**config.mk**
```make
export PLATFORM = sky130hd
export DESIGN_NAME = id_ex_stage
export DESIGN_NICKNAME = d
export VERILOG_FILES = /design/src/rtl/id_ex_stage_pkg.sv /design/src/rtl/id_ex_stage_skid.sv /design/src/rtl/id_ex_stage.sv
export SDC_FILE = /design/constraint.sdc
export NUM_CORES = 1
export LEC_CHECK = 0
export ABC_AREA = 1
export CAP_MARGIN = 10
export CORE_AREA = 2 2 299 301
export CTS_BUF_LIST = sky130_fd_sc_hd__clkbuf_16
export CTS_CLUSTER_DIAMETER = 150
export DETAILED_ROUTE_END_ITERATION = 10
export DIE_AREA = 0 0 301 303
export MAX_ROUTING_LAYER = met4
export PLACE_DENSITY = 0.61
export SLEW_MARGIN = 20
export SYNTH_ARGS = -nofsm -noshare
export SYNTH_HDL_FRONTEND = slang
export SYNTH_SLANG_ARGS = --single-unit
```
**constraint.sdc**
```tcl
create_clock -name clk -period 1.8 [get_ports clk]
set_input_delay 0.18 -clock clk [delete_from_list [all_inputs] [get_ports clk]]
set_output_delay 0.18 -clock clk [all_outputs]
set_load 0.01 [all_outputs]
```
**src/rtl/id_ex_stage_pkg.sv**
```systemverilog
// Shared configuration for the decode-to-execute stage: datapath widths,
// operand-select encodings, ALU opcodes and the packed stage payload.
package id_ex_stage_pkg;

  localparam int unsigned XLEN      = 64;
  localparam int unsigned ALUOP_LEN = 4;

  localparam logic SRC_A_RS1 = 1'b0;
  localparam logic SRC_A_PC  = 1'b1;
  localparam logic SRC_B_RS2 = 1'b0;
  localparam logic SRC_B_IMM = 1'b1;

  localparam logic [ALUOP_LEN-1:0] ALUOP_ADD = 4'd0;
  localparam logic [ALUOP_LEN-1:0] ALUOP_SUB = 4'd1;
  localparam logic [ALUOP_LEN-1:0] ALUOP_AND = 4'd2;
  localparam logic [ALUOP_LEN-1:0] ALUOP_OR  = 4'd3;

  typedef struct packed {
    logic [XLEN-1:0]      a;
    logic [XLEN-1:0]      b;
    logic [ALUOP_LEN-1:0] op;
    logic [XLEN-1:0]      pc;
    logic [XLEN-1:0]      rs2;
    logic [4:0]           rd;
    logic                 rd_wen;
    logic                 is_w;
  } id_ex_payload_t;

  localparam int unsigned ID_EX_PAYLOAD_W = $bits(id_ex_payload_t);

  function automatic logic [XLEN-1:0] sel_operand(input logic sel,
                                                  input logic [XLEN-1:0] when0,
                                                  input logic [XLEN-1:0] when1);
    logic [XLEN-1:0] res;
    if (sel) begin
      res = when1;
    end else begin
      res = when0;
    end
    return res;
  endfunction

endpackage

```
**src/rtl/id_ex_stage_skid.sv**
```systemverilog
// Generic two-entry valid/ready skid buffer with flush; in_ready is a flop
// so there is no combinational path from out_ready back to the producer.
module pipe_skid_buf #(
  parameter int unsigned WIDTH = 8
) (
  input  logic             clk,
  input  logic             rst_n,
  input  logic             flush,
  input  logic             in_valid,
  output logic             in_ready,
  input  logic [WIDTH-1:0] in_data,
  output logic             out_valid,
  input  logic             out_ready,
  output logic [WIDTH-1:0] out_data
);

  // Encoding is {main_v, skid_v}.
  typedef enum logic [1:0] {
    EMPTY = 2'b00,
    HALF  = 2'b10,
    FULL  = 2'b11
  } state_t;

  state_t           state_r;
  logic [WIDTH-1:0] main_r;
  logic [WIDTH-1:0] skid_r;
  logic             in_fire_s;
  logic             out_fire_s;

  assign out_valid  = state_r[1];
  assign out_data   = main_r;
  assign in_fire_s  = in_valid & in_ready;
  assign out_fire_s = state_r[1] & out_ready;

  // Occupancy FSM, payload registers and registered ready.
  always_ff @(posedge clk or negedge rst_n) begin
    if (!rst_n) begin
      state_r  <= EMPTY;
      main_r   <= {WIDTH{1'b0}};
      skid_r   <= {WIDTH{1'b0}};
      in_ready <= 1'b1;
    end else if (flush) begin
      state_r  <= EMPTY;
      in_ready <= 1'b1;
    end else begin
      case (state_r)
        EMPTY: begin
          in_ready <= 1'b1;
          if (in_fire_s) begin
            main_r  <= in_data;
            state_r <= HALF;
          end else begin
            state_r <= EMPTY;
          end
        end
        HALF: begin
          if (in_fire_s && out_fire_s) begin
            main_r   <= in_data;
            state_r  <= HALF;
            in_ready <= 1'b1;
          end else if (in_fire_s) begin
            // Younger instruction parks in skid; main keeps the older one.
            skid_r   <= in_data;
            state_r  <= FULL;
            in_ready <= 1'b0;
          end else if (out_fire_s) begin
            state_r  <= EMPTY;
            in_ready <= 1'b1;
          end else begin
            state_r  <= HALF;
            in_ready <= 1'b1;
          end
        end
        FULL: begin
          if (out_fire_s) begin
            main_r   <= skid_r;
            state_r  <= HALF;
            in_ready <= 1'b1;
          end else begin
            state_r  <= FULL;
            in_ready <= 1'b0;
          end
        end
        default: begin
          state_r  <= EMPTY;
          in_ready <= 1'b1;
        end
      endcase
    end
  end

endmodule

```
**src/rtl/id_ex_stage.sv**
```systemverilog
// Decode-to-execute stage: selects ALU operands at the input and holds them in
// a skid buffer. Optional perf counters are built when ID_EX_PERF_EN is defined.
module id_ex_stage
  import id_ex_stage_pkg::*;
#(
  parameter int unsigned CNT_W = 32
) (
  input  logic                 clk,
  input  logic                 rst_n,
  input  logic                 id_valid_i,
  output logic                 id_ready_o,
  input  logic [XLEN-1:0]      id_pc_i,
  input  logic [XLEN-1:0]      id_rs1_data_i,
  input  logic [XLEN-1:0]      id_rs2_data_i,
  input  logic [XLEN-1:0]      id_imm_i,
  input  logic [ALUOP_LEN-1:0] id_alu_op_i,
  input  logic                 id_src_a_sel_i,
  input  logic                 id_src_b_sel_i,
  input  logic [4:0]           id_rd_i,
  input  logic                 id_rd_wen_i,
  input  logic                 id_is_w_i,
  input  logic                 flush_i,
  output logic                 ex_valid_o,
  input  logic                 ex_ready_i,
  output logic [XLEN-1:0]      alu_a_o,
  output logic [XLEN-1:0]      alu_b_o,
  output logic [ALUOP_LEN-1:0] alu_op_o,
  output logic [XLEN-1:0]      ex_pc_o,
  output logic [XLEN-1:0]      ex_rs2_data_o,
  output logic [4:0]           ex_rd_o,
  output logic                 ex_rd_wen_o,
  output logic                 ex_is_w_o
`ifdef ID_EX_PERF_EN
  ,
  output logic [CNT_W-1:0]     stall_cnt_o,
  output logic [CNT_W-1:0]     bubble_cnt_o
`endif
);

  if (CNT_W < 32'd1) begin : g_bad_cnt_w
    $error("id_ex_stage: CNT_W must be at least 1");
  end

  id_ex_payload_t in_pl_s;
  id_ex_payload_t out_pl_s;

  // Operand select and payload packing.
  always_comb begin
    in_pl_s        = '0;
    in_pl_s.a      = sel_operand(id_src_a_sel_i, id_rs1_data_i, id_pc_i);
    in_pl_s.b      = sel_operand(id_src_b_sel_i, id_rs2_data_i, id_imm_i);
    in_pl_s.op     = id_alu_op_i;
    in_pl_s.pc     = id_pc_i;
    in_pl_s.rs2    = id_rs2_data_i;
    in_pl_s.rd     = id_rd_i;
    in_pl_s.rd_wen = id_rd_wen_i;
    in_pl_s.is_w   = id_is_w_i;
  end

  pipe_skid_buf #(
    .WIDTH (ID_EX_PAYLOAD_W)
  ) u_skid (
    .clk       (clk),
    .rst_n     (rst_n),
    .flush     (flush_i),
    .in_valid  (id_valid_i),
    .in_ready  (id_ready_o),
    .in_data   (in_pl_s),
    .out_valid (ex_valid_o),
    .out_ready (ex_ready_i),
    .out_data  (out_pl_s)
  );

  assign alu_a_o       = out_pl_s.a;
  assign alu_b_o       = out_pl_s.b;
  assign alu_op_o      = out_pl_s.op;
  assign ex_pc_o       = out_pl_s.pc;
  assign ex_rs2_data_o = out_pl_s.rs2;
  assign ex_rd_o       = out_pl_s.rd;
  assign ex_rd_wen_o   = out_pl_s.rd_wen;
  assign ex_is_w_o     = out_pl_s.is_w;

`ifdef ID_EX_PERF_EN
  // Stall and bubble counters; cleared by reset only, wrap naturally.
  always_ff @(posedge clk or negedge rst_n) begin
    if (!rst_n) begin
      stall_cnt_o  <= {CNT_W{1'b0}};
      bubble_cnt_o <= {CNT_W{1'b0}};
    end else begin
      if (ex_valid_o && !ex_ready_i) begin
        stall_cnt_o <= stall_cnt_o + CNT_W'(1);
      end else begin
        stall_cnt_o <= stall_cnt_o;
      end
      if (!ex_valid_o) begin
        bubble_cnt_o <= bubble_cnt_o + CNT_W'(1);
      end else begin
        bubble_cnt_o <= bubble_cnt_o;
      end
    end
  end
`endif

endmodule

```
==> impl_metrics.py, run 1 <==
metrics = {
    "run_status": {
        "status": "completed",
    },
    "setup_path": {
        "crit_path_max_fanout": 2,
        "path_cells": "clkdlybuf4s50_1",
        "worstSetupPathType": "flop to primary output",
        "worstPathRequired_ns": 1.62,
        "cp-start-kind": "flop",
        "crit_path_end_kind": "primary output",
        "critPathTopFamily": "buffers and inverters",
        "crit_path_max_incr_delay_ns": 0.63,
        "arrival_ns": 1.57,
        "cp_num_buf_inv": 1,
        "cpMaxStageDelayCell": "clkdlybuf4s50_1",
    },
    "clock_network": {
        "cts_made_buffers": 66,
        "cts_buffer_depth": 3,
        "clkTransAtPathRegs_ns": 0.06,
        "cts-root-buf": "clkbuf_16",
        "tritoncts": "done",
        "htreeDepth": 3,
        "cts.sinks": 537,
        "clock_latency_ns": 0.61,
    },
    "synth": {
        "yosysWarnings": 0,
        "synth_area_leader_cell": "dfrtp_1",
        "ys_seq_elements": 537,
        "syn_nets": 3856,
        "ys_seq_area_share_pct": 51.2,
        "synth_flop_cell": "dfrtp_1",
        "yosysMostFrequentCell": "nand2_1",
        "yosys.area.top_type_share_pct": 51.1,
        "synth_area_leaders": "dfrtp_1 (51%), nand2_1 (27%), nand3_1 (7.9%)",
        "avgSynthCellArea_sq_um": 7.33,
        "syn_inst": 3582,
        "synth.distinct_cells": 19,
        "synth_commonest_cells": "nand2_1 (1859), dfrtp_1 (536), nand3_1 (417)",
        "postSynth.asyncResetShare_pct": 100,
        "synth_edf_count": 0,
        "synth_area_sq_um": 26300,
    },
    "detailed_routing": {
        "antenna_left": 0,
        "drc": 0,
        "wl_per_cell_um": 17.4,
        "via_per_inst": 4.64,
        "drtIter0Drc": 1779,
        "wirelength_um": 92800,
        "via_count": 24700,
        "firstDrtPassIters": 7,
    },
    "sta": {
        "setup_violations": 0,
        "drv_slew": 0,
        "worstMarginPinSlew_ns": 0.558,
        "rsz0062_at_grt": "false",
        "max_clock_freq_mhz": 571,
        "hold_viol_final": 0,
        "fin_crit_ns": 1.75,
        "relSlewSlack_pct": 62.8,
        "skew_ns": 0.0264,
        "finalCritPeriodShare_pct": 97.4,
        "tns_ns": 0,
        "fin_ws_ns": 0.0473,
    },
    "floorplanning": {
        "dieArea_sq_um": 91200,
        "die_h_um": 303,
        "coreArea_sq_um": 88000,
        "io_pins": 543,
        "start_util_pct": 29.9,
        "die_w_um": 301,
        "fp-row-count": 109,
    },
    "placement": {
        "dp_hpwl_um": 63600,
        "pre_cts_ws_ns": -0.0224,
        "gp_routability_congestion": 0.850,
        "io_buffers": 542,
        "placed_cell_area_sq_um": 33600,
    },
    "global_route": {
        "grt_pass1_wl_um": 142000,
        "overflow": 0,
        "grt_pass1_vias": 24000,
        "antenna_found_initial": 12,
        "grt_usage_pct": 20.6,
        "grt_max_degree": 87,
    },
    "hold_path": {
        "hp-class": "input pin to asynchronous set/reset pin",
    },
    "power_and_ir_drop": {
        "ir_worst_vdd_mv": 0.699,
        "power.density_nw_per_um2": 1050,
        "power_w": 0.0375,
        "p_leak_nw": 19.2,
    },
    "layout": {
        "fin_nets": 4369,
        "area_growth_pct": 36.3,
        "final_util_pct": 40.7,
        "drive_above_1_share_pct": 5.88,
        "final_area_sq_um": 35800,
    },
    "flow_run": {
        "cap_violations": 0,
    },
}
path summary, 6_finish.rpt:
path | start | to | slack (ns) | cells past startpoint
max | u_skid.out_data[52] | ex_rs2_data_o[45] | 0.05 | 1
min | rst_n | u_skid.out_data[217] | 0.09 | 2
max reg2reg | u_skid.state_r[1] | u_skid.out_data[224] | 0.05 | 8
min reg2reg | u_skid.out_data[65] | u_skid.out_data[65] | 0.47 | 2
max in group asynchronous | rst_n | u_skid.skid_r[158] | 0.91 | 4
min in group clk | id_rd_i[3] | u_skid.skid_r[5] | 0.15 | 3
timing repair:
item	in CTS	in global routing
endpoints found under the setup margin	50	36
gates cloned	0	1
hold buffers	2	0
endpoints found under the hold margin	496	0
setup buffers	1	0
gates resized for setup	54	14
cells by family after synthesis:
group	after synthesis	synth area share, %
AO/OA/AOI/OAI	259	4.95
buffers and inverters	501	9.01
AND/OR/NAND/NOR	2285	34.9
flip-flops	537	51.2
through the flow:
step,hold WS (ns),std cells
after detailed placement,0.0967,5188
after global routing,0.0818,5324
final,0.0949,5325
after global placement,0.0994,5188
after CTS,0.0460,5311
after floorplan,-0.116,3582
cell type report:
class                      count  area (sq um)
clock inverter                54           408
antenna                       13          32.5
inverter                     268          1020
tap                         1165          1460
timing repair buffer         678          7270
clock buffer                  66          1650
multi-input combinational   2544         10500
fill                        9066         52200
sequential                   537         13400
registers in the layout (all words and copies together), names as in the netlist:
| name | count |
|---|---|
| u_skid.out_data | 267 |
| u_skid.in_ready | 1 |
| u_skid.state_r | 2 |
| u_skid.skid_r | 267 |
cells in the final DEF (no fill, tap or decap), types with 2 or more instances in the layout:
master,n
clkinv_4,4
inv_16,3
dfrtp_1,534
inv_6,5
clkinv_1,16
nand3_1,417
dlymetal6s2s_1,10
dfrtp_4,2
nand2_1,1859
inv_1,277
clkinv_2,6
bufinv_16,3
o21ai_0,44
dlygate4sd3_1,2
buf_12,65
o21ai_1,214
nand2_2,2
clkdlybuf4s50_1,479
clkbuf_16,67
inv_2,5
buf_4,67
dlygate4sd2_1,50
nand2_8,4
diode_2,13
where the power goes:
part           leakage, nW  total [W]  internal [W]  switching [W]
Sequential            6.69     0.0162        0.0147        0.00155
Clock                 1.07     0.0129       0.00722        0.00567
Combinational         11.4    0.00832       0.00405        0.00427
Total                 19.2     0.0375        0.0260         0.0115
per-layer routing:
metal | GRT usage (%) | vias to the layer above | part of all wire (%)
met5 | - | - | 0
met1 | 26.8 | 11600 | 44
li1 | - | 12100 | -
met3 | 5.14 | 127 | 8.1
met2 | 31.8 | 847 | 45
met4 | 6.12 | 0 | 2.3
(Power assumes the default switching activity.)
==> run 2, diff against run 1 <==
- CORE_AREA: 2 2 299 301 -> 2 2 254 356
- DIE_AREA: 0 0 301 303 -> 0 0 256 358
==> run 2 against run 1 <==
Compared with the run above:
- hold slack better by 0.024 ns
- first-iteration DRC count down 2.2%
- total power down 2.5%
- wire length up 3.2%
==> impl_metrics.py, run 2 (synthesis results as in run 1) <==
metrics = {
    "detailed_routing": {
        "wirelength_um": 95800,
        "antenna_left": 0,
        "drc": 0,
        "firstDrtPassIters": 5,
        "wl_per_cell_um": 18.1,
        "drtIter0Drc": 1739,
        "via_count": 24600,
        "via_per_inst": 4.63,
    },
    "layout": {
        "final_area_sq_um": 35400,
        "fin_nets": 4341,
        "area_growth_pct": 34.8,
        "layout_commonest_cell": "nand2_1",
        "drive_above_1_share_pct": 5.21,
        "layout_common_cells": "nand2_1 (1858), dfrtp_1 (534), nand3_1 (417)",
    },
    "floorplanning": {
        "dieArea_sq_um": 91600,
        "die_w_um": 256,
        "fp-row-count": 129,
        "io_pins": 543,
        "coreArea_sq_um": 88300,
        "die_h_um": 358,
        "start_util_pct": 29.7,
    },
    "sta": {
        "setup_violations": 0,
        "finalCritPeriodShare_pct": 98.0,
        "rsz0062_at_grt": "true",
        "skew_ns": 0.0286,
        "drv_slew": 0,
        "max_clock_freq_mhz": 567,
        "fin_crit_ns": 1.76,
        "hold_viol_final": 0,
        "worstMarginPinSlew_ns": 0.741,
        "relSlewSlack_pct": 50.4,
    },
    "global_route": {
        "antenna_found_initial": 17,
        "overflow": 0,
        "grt_pass1_wl_um": 146000,
        "grt_max_degree": 93,
        "grt_pass1_vias": 24000,
        "grt_usage_pct": 21.0,
    },
    "power_and_ir_drop": {
        "power.density_nw_per_um2": 1030,
        "power_w": 0.0365,
        "p_leak_nw": 19.2,
        "ir_worst_vdd_mv": 0.789,
    },
    "placement": {
        "io_buffers": 542,
        "placed_cell_area_sq_um": 33200,
        "dp_hpwl_um": 65500,
        "gp_routability_congestion": 0.839,
    },
    "clock_network": {
        "tritoncts": "done",
        "clkTransAtPathRegs_ns": 0.06,
        "htreeDepth": 2,
        "cts.sinks": 537,
        "cts_made_buffers": 58,
        "cts_buffer_depth": 3,
        "clock_latency_ns": 0.65,
        "cts-root-buf": "clkbuf_16",
    },
    "hold_path": {
        "hp-class": "input pin to flop",
        "min_from": "id_alu_op_i[1]",
    },
    "setup_path": {
        "worstSetupPathType": "flop to primary output",
        "cpMaxStageDelayCell": "clkdlybuf4s50_1",
        "crit_path_max_fanout": 2,
        "setup.worst_path.start": "u_skid.out_data[162]",
        "cp_num_buf_inv": 1,
        "r2r_start": "u_skid.state_r[1]",
        "critPathTopFamily": "buffers and inverters",
        "crit_path_max_incr_delay_ns": 0.56,
        "worstPathRequired_ns": 1.62,
        "arrival_ns": 1.58,
        "crit_path_end_kind": "primary output",
        "path_cells": "clkdlybuf4s50_1",
        "cp-start-kind": "flop",
    },
    "run_status": {
        "status": "completed",
    },
    "flow_run": {
        "cap_violations": 0,
    },
}
run 2: cell count changes in the layout (fill, tap and decap cells not counted), moves of 4 or more:
cell / before / now
buf_12: 65 / 47
clkdlybuf4s50_1: 479 / 416
buf_4: 67 / 52
dlymetal6s2s_1: 10 / 23
clkinv_4: 4 / 0
clkbuf_16: 67 / 63
buf_16: 1 / 5
buf_6: 1 / 5
dlygate4sd2_1: 50 / 99
bufinv_16: 3 / 7
clkinv_1: 16 / 11
run 2: final timing paths:
check / end / slack (ns) / cells past startpoint
setup / recovery: alu_b_o[23] / 0.04 / 1
hold / removal: u_skid.skid_r[136] / 0.12 / 3
setup reg to reg: u_skid.out_data[123] / 0.08 / 9
hold reg to reg: u_skid.out_data[24] / 0.46 / 2
max in group asynchronous: u_skid.skid_r[257] / 0.45 / 3
min in group asynchronous: u_skid.skid_r[211] / 0.20 / 3
run 2: metrics by stage:
stage | utilization [%] | cells | worst slack (ns) | hold WS (ns) | setup TNS [ns]
after floorplan | - | 3582 | 0.394 | -0.116 | 0
after global placement | 37.6 | 5169 | -0.0954 | 0.0516 | -5.61
after detailed placement | 37.6 | 5169 | -0.0890 | 0.0509 | -6.68
after CTS | 39.7 | 5276 | 0.000123 | 0.0734 | 0
after global routing | 40.1 | 5304 | -0.0221 | 0.104 | -0.120
final | 40.1 | 5304 | 0.0351 | 0.119 | 0
run 2: where the power goes:
group	total, W	switching (W)	internal [W]	leakage, nW
Clock	0.0122	0.00527	0.00689	0.962
Sequential	0.0162	0.00155	0.0147	6.69
Combinational	0.00812	0.00429	0.00384	11.6
run 2: what timing repair did:
item / 4_1_cts / 5_1_grt
resized for setup: 105 / 37
endpoints found under the hold margin: 477 / 0
cloned: 1 / 4
pin swaps: 0 / 2
setup buffers: 1 / 8
endpoints found under the setup margin: 100 / 117
hold buffers: 3 / 0
run 2: final cells by class:
type                    instances  area (sq um)
diodes                         16          40.0
repair buffers                658          7040
well taps                    1179          1480
clock buffers                  59          1480
clock inverters                43           389
flip-flops and latches        537         13400
multi-input cells            2544         10500
inverters                     268          1030
fillers                      9148         52900
run 2: layer usage:
layer	track usage (%)	routed length [um]	share of wire [%]
met4	8.06	3530	3.7
met1	25.4	39400	41
met2	34.0	46100	48
met3	4.99	6780	7.1
met5	-	0	0
==> run 3, diff against run 2 <==
- CORE_AREA: 2 2 254 356 -> 2 2 244 367
- DIE_AREA: 0 0 256 358 -> 0 0 246 369
- SLEW_MARGIN: 20 -> 25
- SYNTH_HIERARCHICAL: not set -> 1
==> run 3 against run 2 <==
Compared with the run above:
- cell area grew 1.0%
- combinational power is 9.2% higher
- flip-flop and latch count unchanged
- die area down 0.95%
- synthesized cell count increased by 0.78%
- register-to-register slack barely moved
- largest cell class unchanged
- via count is 4.2% higher
- worst setup slack improved by 0.0024 ns
- count of clock-buffer cells in the layout decreased by 2
==> impl_metrics.py, run 3 <==
metrics = {
    "clock_network": {
        "htreeDepth": 2,
        "clkTransAtPathRegs_ns": 0.06,
        "cts-root-buf": "clkbuf_16",
        "cts.sinks": 537,
        "cts_made_buffers": 56,
        "clock_latency_ns": 0.63,
        "cts_buffer_depth": 3,
        "tritoncts": "done",
    },
    "setup_path": {
        "worstPathRequired_ns": 1.62,
        "crit_path_max_incr_delay_ns": 0.56,
        "cp_num_buf_inv": 1,
        "critPathTopFamily": "buffers and inverters",
        "crit_path_max_fanout": 2,
        "crit_path_end_kind": "primary output",
        "arrival_ns": 1.58,
        "path_cells": "clkdlybuf4s50_1",
        "worstSetupPathType": "flop to primary output",
        "cp-start-kind": "flop",
        "rrSetupSlack_ns": 0.07,
        "cpMaxStageDelayCell": "clkdlybuf4s50_1",
    },
    "global_route": {
        "antenna_found_initial": 13,
        "grt_usage_pct": 21.7,
        "overflow": 0,
        "grt_max_degree": 111,
        "grt_pass1_vias": 25000,
        "grt_pass1_wl_um": 149000,
    },
    "sta": {
        "finalCritPeriodShare_pct": 97.9,
        "worstMarginPinSlew_ns": 0.690,
        "max_clock_freq_mhz": 567,
        "fin_ws_ns": 0.0376,
        "drv_slew": 0,
        "hold_viol_final": 0,
        "setup_violations": 0,
        "rsz0062_at_grt": "true",
        "fin_hold_ws_ns": 0.0671,
        "fin_crit_ns": 1.76,
        "relSlewSlack_pct": 54.0,
        "skew_ns": 0.0190,
        "tns_ns": 0,
    },
    "floorplanning": {
        "io_pins": 543,
        "coreArea_sq_um": 87400,
        "die_h_um": 369,
        "die_w_um": 246,
        "fp-row-count": 133,
        "start_util_pct": 29.8,
        "dieArea_sq_um": 90800,
    },
    "synth": {
        "yosysWarnings": 6,
        "synth_flop_cell": "dfrtp_1",
        "yosysMostFrequentCell": "nand2_1",
        "synth_area_sq_um": 26100,
        "avgSynthCellArea_sq_um": 7.22,
        "synth_area_leaders": "dfrtp_1 (51%), nand2_1 (33%), nand3_1 (10%)",
        "ys_seq_elements": 537,
        "postSynth.asyncResetShare_pct": 100,
        "synth_edf_count": 0,
        "syn_inst": 3610,
        "synth_area_leader_cell": "dfrtp_1",
        "synth_commonest_cells": "nand2_1 (2265), dfrtp_1 (536), nand3_1 (536)",
        "ys_seq_area_share_pct": 51.5,
        "syn_nets": 3884,
        "synth.distinct_cells": 14,
        "yosys.area.top_type_share_pct": 51.4,
    },
    "detailed_routing": {
        "antenna_left": 0,
        "wirelength_um": 98700,
        "drtIter0Drc": 1967,
        "firstDrtPassIters": 8,
        "drc": 0,
        "via_per_inst": 4.79,
        "via_count": 25600,
        "wl_per_cell_um": 18.5,
    },
    "placement": {
        "pre_cts_ws_ns": -0.0757,
        "dp_hpwl_um": 67900,
        "io_buffers": 542,
        "gp_routability_congestion": 0.840,
    },
    "flow_run": {
        "cap_violations": 0,
    },
    "layout": {
        "n_fill_cell": 9000,
        "layout_common_cells": "nand2_1 (2262), nand3_1 (535), dfrtp_1 (533)",
        "layout_commonest_cell": "nand2_1",
        "drive_above_1_share_pct": 6.81,
        "fin_nets": 4412,
        "area_growth_pct": 37.1,
    },
    "power_and_ir_drop": {
        "p_leak_nw": 19.5,
        "ir_worst_vdd_mv": 0.646,
        "power.density_nw_per_um2": 1030,
    },
    "hold_path": {
        "hp-class": "input pin to flop",
    },
    "run_status": {
        "status": "completed",
    },
}
## run 3: cell count changes in the layout (fill, tap and decap cells not counted), sizes merged, moves of 23 or more
| cell | before | now |
|---|---|---|
| nand3 | 418 | 536 |
| buf | 111 | 184 |
| inv | 282 | 23 |
| o21ai | 258 | 0 |
| dlygate4sd2 | 99 | 76 |
| nand2 | 1865 | 2266 |
## run 3: area by class of cell
type	count	area, sq um	share of cell area, %
Clock buffer	57	1430	3.99
Timing Repair Buffer	730	7800	21.8
Clock inverter	47	324	0.906
Antenna cell	13	32.5	0.0910
Multi-Input combinational cell	2805	11300	31.5
Tap cell	1147	1440	4.01
Inverter	8	30.0	0.0840
Sequential cell	537	13400	37.6
## run 3: through the flow
step / cells / util [%] / total power (W) / cell area [sq um]
2_1_floorplan: 3610 / - / 0.0203 / 26100
3_3_place_gp: 5203 / 38.5 / 0.0256 / 33600
3_5_place_dp: 5203 / 38.5 / 0.0257 / 33600
4_1_cts: 5311 / 40.4 / 0.0371 / 35300
5_1_grt: 5344 / 40.9 / 0.0389 / 35800
6_report: 5344 / 40.9 / 0.0368 / 35800
## run 3: path summary, 6_finish.rpt
check / endpoint / startpoint / depth (start not counted)
max: alu_a_o[27] / u_skid/out_data[230] / 1
min: u_skid/skid_r[187] / id_src_b_sel_i / 5
max reg2reg: u_skid/out_data[80] / u_skid/state_r[1] / 9
min reg2reg: u_skid/out_data[191] / u_skid/out_data[191] / 2
max in group asynchronous: u_skid/skid_r[132] / rst_n / 3
min in group asynchronous: u_skid/skid_r[121] / rst_n / 2
## run 3: repair_timing
action	CTS	global route
setup buffers	3	13
setup endpoints to repair	77	227
pin swaps	0	2
gates cloned	0	7
hold endpoints to repair	473	0
hold buffers	1	0
gates resized for setup	80	38
## run 3: cell families after synthesis
group,after synthesis,share of synthesized area (%)
and+or+nand+nor,2805,43.0
buffers and inverters,268,5.43
DFF,537,51.5
## run 3: report_power, final
group	switching, W	internal [W]
logic	0.00478	0.00409
registers	0.00167	0.0148
clock network	0.00511	0.00630
## run 3: metal layers
metal	vias to the layer above	share of wire, %	global-route usage [%]	wire length (um)
met5	-	0	-	0
met4	0	4.0	9.13	3990
li1	12300	-	-	-
met2	935	49	35.6	48600
met3	193	6.1	3.12	6050
met1	12200	41	26.5	40100
